## src/rtl/maxpool_pkg.sv

```systemverilog
// Shared constants and helpers for the 2x2 binary max-pool sequencer.
package maxpool_pkg;

  localparam logic [3:0] MODE_BWN = 4'b0001;
  localparam logic [3:0] MODE_C2  = 4'b0010;
  localparam logic [3:0] MODE_C3  = 4'b0100;
  localparam logic [3:0] MODE_FC  = 4'b1000;

  typedef enum logic [1:0] {
    ST_IDLE  = 2'd0,
    ST_RUN   = 2'd1,
    ST_DRAIN = 2'd2
  } state_t;

  function automatic logic is_pool_mode(input logic [3:0] mode);
    return (mode == MODE_BWN) || (mode == MODE_C3);
  endfunction

  function automatic logic is_one_hot(input logic [3:0] mode);
    return (mode != 4'd0) && ((mode & (mode - 4'd1)) == 4'd0);
  endfunction

endpackage

```

## src/rtl/maxpool_win_ctrl_pool_pos_cnt.sv

```systemverilog
// Raster row/column counter: sync clear, enable, end-of-row wrap and last-pixel flag.
module pool_pos_cnt #(
  parameter int W  = 12,
  parameter int H  = 12,
  parameter int CW = $clog2(W),
  parameter int RW = $clog2(H)
) (
  input  logic          clk,
  input  logic          rst,
  input  logic          clr,
  input  logic          en,
  output logic [RW-1:0] row,
  output logic [CW-1:0] col,
  output logic          last
);

  localparam logic [CW-1:0] COL_MAX = CW'(W - 1);
  localparam logic [RW-1:0] ROW_MAX = RW'(H - 1);

  always_ff @(posedge clk or posedge rst) begin
    if (rst) begin
      row <= '0;
      col <= '0;
    end else if (clr) begin
      row <= '0;
      col <= '0;
    end else if (en) begin
      if (col == COL_MAX) begin
        col <= '0;
        row <= (row == ROW_MAX) ? '0 : row + RW'(1);
      end else begin
        col <= col + CW'(1);
      end
    end
  end

  assign last = (row == ROW_MAX) && (col == COL_MAX);

endmodule

```

## src/rtl/maxpool_win_ctrl.sv

```systemverilog
// Frame sequencer for the streaming 2x2 binary max-pool datapath: position tracking,
// shift gating, frame clear, OR/AND select and stride-2 window-valid generation.
module maxpool_win_ctrl
  import maxpool_pkg::*;
#(
  parameter int W  = 12,
  parameter int H  = 12,
  parameter int CW = $clog2(W),
  parameter int RW = $clog2(H)
) (
  input  logic          iCLK,
  input  logic          iRST,
  input  logic          iSTART,
  input  logic [3:0]    iMODE,
  input  logic          iPOL_INV,
  input  logic          iVALID,
  output logic          oCLR,
  output logic          oPOOL_EN,
  output logic          oSEL_AND,
  output logic          oBYPASS,
  output logic          oVALID,
  output logic [RW-1:0] oROW,
  output logic [CW-1:0] oCOL,
  output logic          oBUSY,
  output logic          oDONE,
  output logic          oERR
);

  state_t        state;
  logic [RW-1:0] cnt_row;
  logic [CW-1:0] cnt_col;
  logic          cnt_last;
  logic          accept;

  // iSTART takes priority over a same-cycle pixel, which is dropped.
  assign accept = (state == ST_RUN) && iVALID && !iSTART;

  pool_pos_cnt #(
    .W  (W),
    .H  (H),
    .CW (CW),
    .RW (RW)
  ) u_pos (
    .clk  (iCLK),
    .rst  (iRST),
    .clr  (iSTART),
    .en   (accept),
    .row  (cnt_row),
    .col  (cnt_col),
    .last (cnt_last)
  );

  always_ff @(posedge iCLK or posedge iRST) begin
    if (iRST) begin
      state    <= ST_IDLE;
      oCLR     <= 1'b0;
      oERR     <= 1'b0;
      oDONE    <= 1'b0;
      oVALID   <= 1'b0;
      oSEL_AND <= 1'b0;
      oBYPASS  <= 1'b0;
      oROW     <= '0;
      oCOL     <= '0;
    end else begin
      oCLR   <= 1'b0;
      oERR   <= 1'b0;
      oDONE  <= 1'b0;
      oVALID <= 1'b0;
      if (iSTART) begin
        if (is_one_hot(iMODE)) begin
          state    <= ST_RUN;
          oCLR     <= 1'b1;
          oSEL_AND <= iPOL_INV;
          oBYPASS  <= !is_pool_mode(iMODE);
          oROW     <= '0;
          oCOL     <= '0;
        end else begin
          // An illegal restart also abandons any frame in flight.
          oERR  <= 1'b1;
          state <= ST_IDLE;
        end
      end else begin
        case (state)
          ST_IDLE: ;
          ST_RUN: begin
            if (iVALID) begin
              oROW   <= cnt_row;
              oCOL   <= cnt_col;
              // Odd row and odd col close a stride-2 window; odd trailing row/col never qualify.
              oVALID <= oBYPASS || (cnt_row[0] && cnt_col[0]);
              if (cnt_last) begin
                state <= ST_DRAIN;
                oDONE <= 1'b1;
              end
            end
          end
          ST_DRAIN: state <= ST_IDLE;
          default:  state <= ST_IDLE;
        endcase
      end
    end
  end

  assign oPOOL_EN = (state == ST_RUN) && iVALID;
  assign oBUSY    = (state != ST_IDLE);

endmodule
```

## config.mk

```make
export PLATFORM = sky130hd
export DESIGN_NAME = maxpool_win_ctrl
export DESIGN_NICKNAME = d
export VERILOG_FILES = /design/src/rtl/maxpool_pkg.sv /design/src/rtl/maxpool_win_ctrl_pool_pos_cnt.sv /design/src/rtl/maxpool_win_ctrl.sv
export SDC_FILE = /design/constraint.sdc
export NUM_CORES = 1
export LEC_CHECK = 0
export BUFFER_PORTS_ARGS = -buffer_cell sky130_fd_sc_hd__buf_2
export CORE_MARGIN = 2
export CORE_UTILIZATION = 42
export DETAILED_ROUTE_END_ITERATION = 10
export SLEW_MARGIN = 20
export SYNTH_ARGS = -nofsm -noshare
export SYNTH_HDL_FRONTEND = slang
export SYNTH_HIERARCHICAL = 1
export SYNTH_SLANG_ARGS = --single-unit
```

## constraint.sdc

```tcl
create_clock -name iCLK -period 3.5 [get_ports iCLK]
set_clock_uncertainty 0.2 [all_clocks]
set_input_delay 0.175 -clock iCLK [delete_from_list [all_inputs] [get_ports iCLK]]
set_output_delay 0.175 -clock iCLK [all_outputs]
set_load 0.1 [all_outputs]
```

# After elaboration in Yosys (flattened, before gate mapping)
# Index checks and enable logic that the tools add are counted.
[classes]
eq_ne = 9
shift = 0
n_lt_le_gt_ge = 0
add_sub_neg = 3
n_reduce_logical = 21
muxes = 30
mul = 0
bitwise = 1
div = 0
[op_table]
columns = ["cell", "count"]
rows = [
  ["$mux 4", 14],
  ["$mux 1", 12],
  ["$reduce_bool 2->1", 5],
  ["$add 4x1->4 const B", 2],
  ["$eq 4x4->1 const B", 2],
  ["$mux 2", 3],
  ["$ne 3x3->1 const B", 2],
  ["$reduce_and 3->1", 2],
  ["$logic_and 1x1->1", 5],
  ["$and 4x4->4", 1],
  ["$eq 4x1->1 const B", 1],
  ["$eq 4x3->1 const B", 1],
  ["$logic_not 4->1", 1],
  ["$pmux 2 s2", 1],
  ["$reduce_and 2->1", 2],
  ["$reduce_bool 4->1", 1],
  ["$sub 4x1->4 const B", 1],
  ["$eq 2x1->1 const B", 1],
  ["$logic_not 1->1", 2],
  ["$logic_not 2->1", 1],
  ["$logic_or 1x1->1", 2],
  ["$ne 2x1->1 const B", 1],
  ["$ne 2x2->1 const B", 1],
]
[totals]
ramBits = 0
out_inout_bits = 16
romBits = 0
mem_count = 0
elab_cells = 75
reg_bits = 24
input_bits = 9
latch_bits = 0

# Depth between registers and ports, before layout
# Gate-level depths: netlist of run 1.
[logic_depth]
ltp_word = 6
ltp_mapped = 6
mapped_depth_nobuf = 6

# By module
# The synthesis of run 1 kept the hierarchy.
[modules_own_cells]
columns = ["mod", "seq_area_each_um2", "cells_each", "area_each_um2", "n_inst"]
rows = [
  ["maxpool_win_ctrl", 400.4, 67, 754.5, 1],
  ["pool_pos_cnt", 200.2, 45, 446.7, 1],
]

# Least setup slack after synthesis of run 1
# OpenSTA, ideal clock, no wires.
[synth_timing]
path_kind = "register to register"
from = "reg state[1]"
to = "reg u_pos.row[3]"
path_buffers = 1
stages_incl_launch_ff = 6
path_slack_ns = 1.626
synth_period_minus_slack_ns = 1.874
arrival_ns = 1.606
cell_sequence = "dfrtp_1 and4bb_1 buf_4 nand4b_4 or4_1 nand3_1"
[synth_via]
elab_chain_len = 5
[synth_lines]
columns = ["element", "line", "text"]
rows = [
  ["start: declaration", "maxpool_win_ctrl.sv:29", "state_t state;"],
  ["start signal: assignment", "maxpool_win_ctrl.sv:55", "state <= ST_IDLE;"],
  ["start signal: assignment", "maxpool_win_ctrl.sv:71", "state <= ST_RUN;"],
  ["start signal: assignment", "maxpool_win_ctrl.sv:80", "state <= ST_IDLE;"],
  ["$eq 2x1->1", "maxpool_win_ctrl.sv:36", "assign accept = (state == ST_RUN) && iVALID && !iSTART;"],
  ["$logic_and 1x1->1 (2 in a row)", "maxpool_win_ctrl.sv:36", ""],
  ["via accept", "maxpool_win_ctrl.sv:33", "logic accept;"],
  ["$reduce_bool 2->1 (no line)", "--", ""],
  ["$reduce_and 2->1 (no line)", "--", ""],
  ["end signal: assignment", "maxpool_win_ctrl_pool_pos_cnt.sv:30", "row <= (row == ROW_MAX) ? '0 : row + RW'(1);"],
  ["end: declaration", "maxpool_win_ctrl_pool_pos_cnt.sv:12", "output logic [RW-1:0] row,"],
]
# The timed path passes the listed nets, and every way through them passes these cells.
# A chain may end at the register's enable or synchronous reset.

# Worst setup path after layout of run 1
[layout_timing]
from = "in iVALID"
to = "reg u_pos.row[3]"
[layout_via]
elab_chain_len = 4
[layout_lines]
columns = ["element", "line", "text"]
rows = [
  ["start: declaration", "maxpool_win_ctrl.sv:16", "input logic iVALID,"],
  ["$logic_and 1x1->1 (2 in a row)", "maxpool_win_ctrl.sv:36", ""],
  ["$reduce_bool 2->1 (no line)", "--", ""],
  ["$reduce_and 2->1 (no line)", "--", ""],
]
# No other way between the ends.

==> reports/results.tsv, run 1 <==
metric	value	unit
status	finished, final reports clean	
register area share after synthesis	0.500	
final wirelength	2420	um
CTS tree	built	
antenna viol nets, final	0	
arrival time worst endpoint	2.02	ns
Setup Crit Path Kind	in -> reg	
unrepaired setup endpoints after global routing	no	
Initial Util	0.439	
Reg2Reg Capture Point	u_pos/row[3]	
total number of vias	924	
P_leak	0.723	nW
Worst setup SP type	input port	
fin. max-slew vios	0	
Final Total Pwr	0.000569	W
Multi-input gate area	552	sq um
Peak VDD IR	0.216	mV
Clk Latency, worst-skew pair	0.31	ns
wire per inst	14.1	um
setup violators final	0	
Die ar.	3300	sq um
htree depth	1	
PwrDens	404	nW/um^2
Yosys cell types	35	
Synth Register Bits	24	
reg2reg path depth	5	
Total GRT Usage	0.158	
critical-path cell list	dlygate4sd3_1 -> buf_2 -> and4bb_1 -> buf_4 -> nand4b_4 -> or4_1 -> nand3_1	
Syn Nets	123	
Placer Congestion	0.732	
DIE HEIGHT	57.5	um
initial antenna violation count	0	
first-pass GRT wire length	4020	um
cell count after synthesis	112	
CP Capture Type	flip-flop	
CP peak stage delay	0.52	ns
CTS Buf Count	3	
DR iter-0 viols	43	
CP top delay family	simple AND/OR/NAND/NOR gates	
R2R setup slack	1.56	ns
Tcrit/Tclk final	0.558	
synthesized area	1200	sq um
hold endpoint	u_pos/col[2]	
P&R area growth vs syn	17.2	%
vias per cell	5.40	
Crit Path Max Fanout	18	
Hold Crit Class	in -> reg	
Post-Syn Area per Cell	10.7	sq um
Residual DRC	0	
NumNets Final	152	
GRT overflow	0	
FF-to-FF Start	state[1]	
first-pass detailed-route iteration total	4	
measured slew at the worst slew-check pin	0.597	ns
total negative setup slack	0	ns
Slowest cell on crit path	dlygate4sd3_1	
WP data required	3.56	ns
antenna fix cells	0	
vias in the first global route	905	
Slew HR	0.601	
Filler Cell Count	256	
# clock sinks	24	
# IOs	25	
min cycle time layout	1.95	ns
MaxCap Viol Count	0	
Core Region	2730	sq um
Register Area	601	sq um
share of cells above drive strength 1	0.221	
Final Hold Fails	0	
Worst-path clk slew	0.13	ns
worst hold path startpoint	iSTART	
Post-DP HPWL	1670	um
Max Clk Rate	0.512	GHz
largest net degree at the start of global routing	26	
port bufs	24	
root buffer cell	clkbuf_4	
# Post-CTS Setup Buffers	0	
YS warnings	6	
clk buf depth	2	
Crit path buffers/inverters	3	
# rows	19	
die width	57.5	um
hold path depth	2	
==> worst max path at each step <==
stage,slack (ns),from,end,depth (start not counted)
global route,1.44,u_pos/col[0],state[0],6
floorplan,1.63,state[1],u_pos/row[3],5
detailed placement,1.51,iSTART,u_pos/row[2],6
finish,1.55,iVALID,u_pos/row[3],7
CTS,1.57,state[1],u_pos/row[3],5
global placement,1.54,iSTART,u_pos/row[3],6
==> per-stage QoR <==
step	hold WS (ns)	instance area [sq um]	cells	setup WS, ns	util
after floorplan	-0.209	1200	112	1.63	-
after detailed placement	-0.0372	1340	164	1.51	0.491
after CTS	0.0706	1410	171	1.57	0.515
final	0.0719	1410	171	1.55	0.515
after global placement	-0.0438	1340	164	1.54	0.491
after global routing	0.0876	1410	171	1.44	0.515
==> state kept, by name, summed over array words and instances (netlist names) <==
| signal | flops |
|---|---|
| oDONE | 1 |
| oBYPASS | 1 |
| oSEL_AND | 1 |
| oERR | 1 |
| oVALID | 1 |
| oROW | 4 |
| oCOL | 4 |
| oCLR | 1 |
| u_pos/col | 4 |
| u_pos/row | 4 |
| state | 2 |
==> worst register-to-register path: cells and delay by family (launching register included) <==
family / cells / cell delay [ns]
and+or+nand+nor: 4 / 1.01
DFF: 1 / 0.41
buffers and inverters: 1 / 0.26
==> cell usage in the layout, fill, tap and decap left out, drive strengths merged, types with 3 or more instances in the layout <==
master / n
nand2: 5
dlygate4sd3: 3
o21ai: 4
a21oi: 12
mux2i: 12
nor2b: 3
clkbuf: 4
dfrtp: 24
buf: 25
nor2: 9
nand3: 3
inv: 6
==> area by class of cell <==
type,instances,area share
Clock buffer,4,0.0258
Tap cell,31,0.0276
Inverter,6,0.0160
Timing Repair Buffer,28,0.112
Multi-Input combinational cell,78,0.392
Sequential cell,24,0.427
==> kinds of logic after synthesis <==
| logic type | after synthesis | share of synthesized area |
|---|---|---|
| muxes | 12 | 0.100 |
| and+or+nand+nor | 38 | 0.201 |
| buffers and inverters | 10 | 0.0406 |
| adders and majority gates | 2 | 0.0208 |
| xor gates and xnor gates | 2 | 0.0146 |
| DFF | 24 | 0.500 |
| AOI/OAI and AO/OA | 24 | 0.123 |
==> cells in the mapped netlist <==
master    number  area share
nor2_1         9       0.028
o21ai_0        4       0.017
a221o_1        1      0.0083
a221oi_1       1      0.0073
a32o_1         1      0.0083
nand3_1        3       0.012
a21o_1         1      0.0063
nand2b_1       1      0.0052
nor3b_1        1      0.0063
a22o_1         1      0.0073
nand4b_4       1       0.020
or4_1          2       0.012
or2_2          1      0.0052
buf_6          1      0.0094
nor4bb_1       1      0.0083
dfrtp_1       24        0.50
inv_1          6       0.019
nor4_1         1      0.0052
mux2i_1       12        0.10
xor2_1         2       0.015
nor2b_1        3       0.016
nor4b_1        2       0.015
a21boi_0       2       0.012
and2_1         2       0.010
o211ai_1       1      0.0063
nand3b_1       2       0.012
nand2_1        5       0.016
and4b_1        1      0.0083
buf_4          1      0.0063
ha_1           2       0.021
and4bb_1       1       0.010
clkbuf_1       2      0.0063
nand4_1        1      0.0052
a21oi_1       12       0.050
and3_1         1      0.0052
==> power breakdown <==
| part | internal [W] | leakage (nW) | switching, W |
|---|---|---|---|
| logic | 0.0000276 | 0.375 | 0.000101 |
| registers | 0.000286 | 0.327 | 0.00000634 |
| clock network | 0.0000636 | 0.0210 | 0.0000837 |
==> routing by layer <==
metal	global-route usage	wire (um)	part of all wire	vias to the layer above
met1	0.215	1210	0.50	438
met5	0	0	0	-
met3	0.0272	70	0.029	4
met2	0.245	1100	0.45	19
li1	-	-	-	463
met4	0.0731	35	0.014	0
==> repair_timing <==
action                                 in CTS  in global routing
endpoints found under the hold margin      26                  0
hold buffers                                3                  0
gates resized for setup                     0                  0
No activity file was read; power rests on OpenSTA's default activity.
==> inputs of run 2 (changes only) <==
Settings changed: ABC_AREA set to 1, PLACE_DENSITY set to 0.66.
Clock period 3.5 ns to 1.65 ns, I/O delays scaled along.
==> reports/results.tsv, run 2 <==
metric	value	unit
most frequent cells after synthesis	nand2_1, dfrtp_1, inv_1, nand3_1, nor2_1	
root buffer cell	clkbuf_4	
Tcrit/Tclk final	0.956	
Setup Crit Path Kind	reg -> out	
P_leak	0.838	nW
Hold Crit Class	in -> async	
area share of the largest cell type after synthesis	0.505	
CTS Buf Count	3	
compound-gate portion of the synthesized area	0.0295	
Highest Signal Layer	met4	
Psw	0.000422	W
status	finished, final reports clean	
EDFF count, synth	0	
Max Clk Rate	0.634	GHz
critical-path cell list	or2_2 -> buf_4	
mux cell area share after synthesis	0	
MaxCap Viol Count	0	
YS warnings	6	
simple-gate area share of the yosys netlist	0.360	
Residual DRC	0	
cell count after synthesis	146	
Synth Area in XOR/XNOR	0.00737	
measured slew at the worst slew-check pin	0.586	ns
most frequent cell after synthesis	nand2_1	
CP Capture Type	primary output	
Post-Syn Area per Cell	8.14	sq um
commonest non-fill, non-tap cell in the layout	nand2_1	
switching share of power	0.343	
port bufs	24	
Placed Area	1360	sq um
die width	57.2	um
total negative setup slack	0	ns
fin. max-slew vios	0	
GRT overflow	0	
Crit path buffers/inverters	1	
antenna viol nets, final	0	
vias per cell	4.84	
Initial Util	0.435	
setup violators final	0	
initial antenna violation count	0	
largest family of logic cells by synthesized area	simple AND/OR/NAND/NOR gates	
share of cells above drive strength 1	0.269	
WL met1	1170	um
# Post-CTS Setup Buffers	0	
Post-DP HPWL	1920	um
WP data required	1.37	ns
Multi-input gate area	499	sq um
final non-filler cell area	1480	sq um
unrepaired setup endpoints after global routing	no	
worst hold margin	0.0486	ns
CP peak stage delay	0.44	ns
Worst setup SP type	flip-flop	
total number of vias	1030	
Syn Nets	157	
CTS tree	built	
met2 WL	1280	um
# IOs	25	
top post-synthesis cells by area	dfrtp_1, nand2_1, nand3_1	
Slowest cell on crit path	dfrtp_1	
Synth area leader	dfrtp_1	
antenna fix cells	0	
Filler Cell Count	263	
synthesized area	1190	sq um
# clock sinks	24	
P&R area growth vs syn	24.6	%
Register Area	602	sq um
arrival time worst endpoint	1.30	ns
register area share after synthesis	0.505	
Die ar.	3270	sq um
DR iter-0 viols	27	
Final Hold Fails	0	
Comb pwr share	0.242	
Internal	0.000809	W
clk buf depth	2	
final wirelength	2560	um
Placer Congestion	0.801	
Crit Path Max Fanout	3	
PwrDens	831	nW/um^2
Async SR Flop Fraction	1.00	
first-pass GRT wire length	4470	um
largest net degree at the start of global routing	17	
share of power burned in registers	0.505	
Routed met3 length	90	um
ys flop type	dfrtp_1	
vias in the first global route	1045	
wire per inst	12.0	um
DIE HEIGHT	57.2	um
min cycle time layout	1.58	ns
Synth Register Bits	24	
Core Region	2730	sq um
CP top delay family	flip-flops	
most frequent cells in the layout	nand2_1, dfrtp_1, buf_2	
Total GRT Usage	0.178	
Yosys cell types	22	
first-pass detailed-route iteration total	4	
Clock power frac	0.253	
Clk Latency, worst-skew pair	0.31	ns
adder-cell share of the synthesized area	0.0211	
NumNets Final	194	
Slew HR	0.609	
Peak VDD IR	0.664	mV
# rows	19	
htree depth	1	
Worst-path clk slew	0.13	ns
run 2: cell count changes after synthesis, moves of 6 or more:
| cell | before | now |
|---|---|---|
| a21oi_1 | 12 | 3 |
| inv_1 | 6 | 15 |
| mux2i_1 | 12 | 0 |
| nand2_1 | 5 | 48 |
| nand2_2 | 0 | 6 |
| nand3_1 | 3 | 14 |
run 2: routing by layer:
metal | vias up | global-route usage
met1 | 477 | 0.220
met2 | 18 | 0.305
met5 | - | 0
met3 | 2 | 0.0272
met4 | 0 | 0.0797
li1 | 533 | -
run 2: kinds of logic after synthesis:
logic type	Yosys count
AND/OR/NAND/NOR	91
flip-flops	24
buffers and inverters	21
AO/OA/AOI/OAI	7
adder cells (fa/ha/maj)	2
XOR/XNOR	1
run 2: final timing paths:
path	startpoint	to	slack, ns	cells after the start
max reg2reg	u_pos/col[0]	state[0]	0.14	6
max	state[0]	oBUSY	0.07	2
min	iRST	u_pos/row[2]	0.05	3
min in group iCLK	iPOL_INV	oSEL_AND	0.30	4
min reg2reg	oROW[3]	oROW[3]	0.31	2
max in group asynchronous	iRST	oROW[1]	0.71	3
run 2: layout make-up:
cell class	instances	share of cell area
sequential	24	0.406
multi-input combinational	101	0.337
timing repair buffer	33	0.152
inverter	20	0.0541
tap	31	0.0262
clock buffer	4	0.0245
run 2: worst reg2reg max path: cells and delay by family (launching register included):
kind | cells | cell delay, ns
flip-flops | 1 | 0.43
AND/OR/NAND/NOR | 3 | 0.41
adder cells (fa/ha/maj) | 1 | 0.25
buffers and inverters | 1 | 0.06
AO/OA/AOI/OAI | 1 | 0.06
run 2: power by group through the flow:
stage                     Clock [W]  Sequential [W]  Combinational [W]
final                      0.000311        0.000622           0.000298
after global routing       0.000342        0.000625           0.000318
after CTS                  0.000317        0.000622           0.000298
after detailed placement          0        0.000633           0.000284
after global placement            0        0.000632           0.000279
after floorplan                   0        0.000741           0.000114
run 2: timing repair:
| action | CTS | global route |
|---|---|---|
| setup endpoints to repair | 0 | 2 |
| gates resized for setup | 0 | 3 |
| hold endpoints to repair | 33 | 0 |
| hold buffers | 8 | 0 |
run 2: stage by stage:
stage	worst slack, ns	std cells	total power (W)	util
detailed placement	0.134	201	0.000917	0.498
global placement	0.160	201	0.000911	0.498
CTS	0.00589	213	0.00124	0.541
global route	0.0261	213	0.00128	0.542
finish	0.0719	213	0.00123	0.542
floorplan	0.0511	146	0.000856	-
==> inputs of run 3 (changes only) <==
Settings changed: HOLD_SLACK_MARGIN set to 0.15.
==> reports/results.tsv, run 3 (synthesized netlist as in run 2, its figures left out) <==
metric	value	unit
# Post-CTS Setup Buffers	0	
share of cells above drive strength 1	0.266	
P_leak	0.863	nW
Slew HR	0.606	
Placer Congestion	0.801	
arrival time worst endpoint	1.31	ns
Worst-path clk slew	0.13	ns
setup violators final	0	
# IOs	25	
FF-to-FF Start	u_pos/col[0]	
measured slew at the worst slew-check pin	0.590	ns
Initial Util	0.435	
R2R setup slack	0.14	ns
Clk Latency, worst-skew pair	0.31	ns
Slowest cell on crit path	dfrtp_1	
Register Area	602	sq um
worst hold margin	0.166	ns
Multi-input gate area	499	sq um
DR iter-0 viols	37	
status	finished, final reports clean	
Die ar.	3270	sq um
CTS Buf Count	3	
Post-DP HPWL	1920	um
Placed Cells incl. Taps	201	
wire per inst	12.0	um
htree depth	1	
Max Clk Rate	0.629	GHz
total negative setup slack	0	ns
PwrDens	809	nW/um^2
P&R area growth vs syn	29.7	%
WP data required	1.37	ns
largest net degree at the start of global routing	17	
first-pass GRT wire length	4750	um
final wirelength	2620	um
clk buf depth	2	
# clock sinks	24	
fin. max-slew vios	0	
vias in the first global route	1094	
MaxCap Viol Count	0	
vias per cell	4.95	
initial antenna violation count	0	
crit path from	state[0]	
CP peak stage delay	0.45	ns
Crit Path Max Fanout	3	
antenna viol nets, final	0	
unrepaired setup endpoints after global routing	no	
Worst setup SP type	flip-flop	
DIE HEIGHT	57.2	um
first-pass detailed-route iteration total	4	
Core Region	2730	sq um
antenna fix cells	0	
CP Capture Type	primary output	
Total GRT Usage	0.190	
Peak VDD IR	0.680	mV
utilization after layout	0.564	
CTS tree	built	
most frequent cells in the layout	nand2_1, dfrtp_1, buf_2	
Placed Area	1360	sq um
reg2reg path depth	6	
Setup Crit Path Kind	reg -> out	
commonest non-fill, non-tap cell in the layout	nand2_1	
Filler Cell Count	260	
# rows	19	
NumNets Final	200	
Reg2Reg Capture Point	state[0]	
Post-Layout Cell Count	219	
Tcrit/Tclk final	0.963	
Final Hold Fails	0	
port bufs	24	
die width	57.2	um
root buffer cell	clkbuf_4	
Hold Crit Class	in -> async	
min cycle time layout	1.59	ns
Residual DRC	0	
final non-filler cell area	1540	sq um
GRT overflow	0	
critical-path cell list	or2_2 -> buf_4	
total number of vias	1085	
## run 3: cell count changes in the layout (fill, tap and decap cells not counted), sizes merged
| cell | previous run | this run |
|---|---|---|
| dlygate4sd3 | 8 | 14 |
## run 3: layer usage
layer,track usage,part of all wire,vias to the layer above
met4,0.0963,0.018,0
met3,0.0295,0.039,4
met1,0.233,0.43,515
li1,-,-,544
met2,0.323,0.51,22
met5,0,0,-
## run 3: final cells by class
type	count	area share
flip-flops and latches	24	0.390
multi-input cells	101	0.324
repair buffers	39	0.185
clock buffers	4	0.0235
well taps	31	0.0252
inverters	20	0.0519
## run 3: worst max-delay path by stage
stage	to	depth (start not counted)	slack, ns
6_report	oBUSY	2	0.06
5_1_grt	oBUSY	2	0.01
4_1_cts	oBUSY	2	0.006
3_5_place_dp	state[0]	6	0.13
3_3_place_gp	state[0]	6	0.16
2_1_floorplan	oPOOL_EN	3	0.05
## run 3: stage by stage
step | power, W | setup slack [ns]
2_1_floorplan | 0.000856 | 0.0511
3_3_place_gp | 0.000911 | 0.160
3_5_place_dp | 0.000917 | 0.134
4_1_cts | 0.00126 | 0.00589
5_1_grt | 0.00131 | 0.0128
6_report | 0.00125 | 0.0611
## run 3: timing repair
action                                  in CTS  in global routing
endpoints found under the setup margin       0                  3
resized for setup                            0                  4
hold buffers                                15                  0
endpoints found under the hold margin       47                  0
## run 3: worst max-delay path, delay by kind of cell (launching register included)
kind	cells	cell delay (ns)
buf+inv	1	0.24
flops	1	0.45
simple gates	1	0.32
## run 3: power breakdown
part | switching [W] | internal, W | leakage (nW)
combinational | 0.000235 | 0.0000830 | 0.516
sequential | 0.0000154 | 0.000607 | 0.326
clock | 0.000173 | 0.000135 | 0.0210
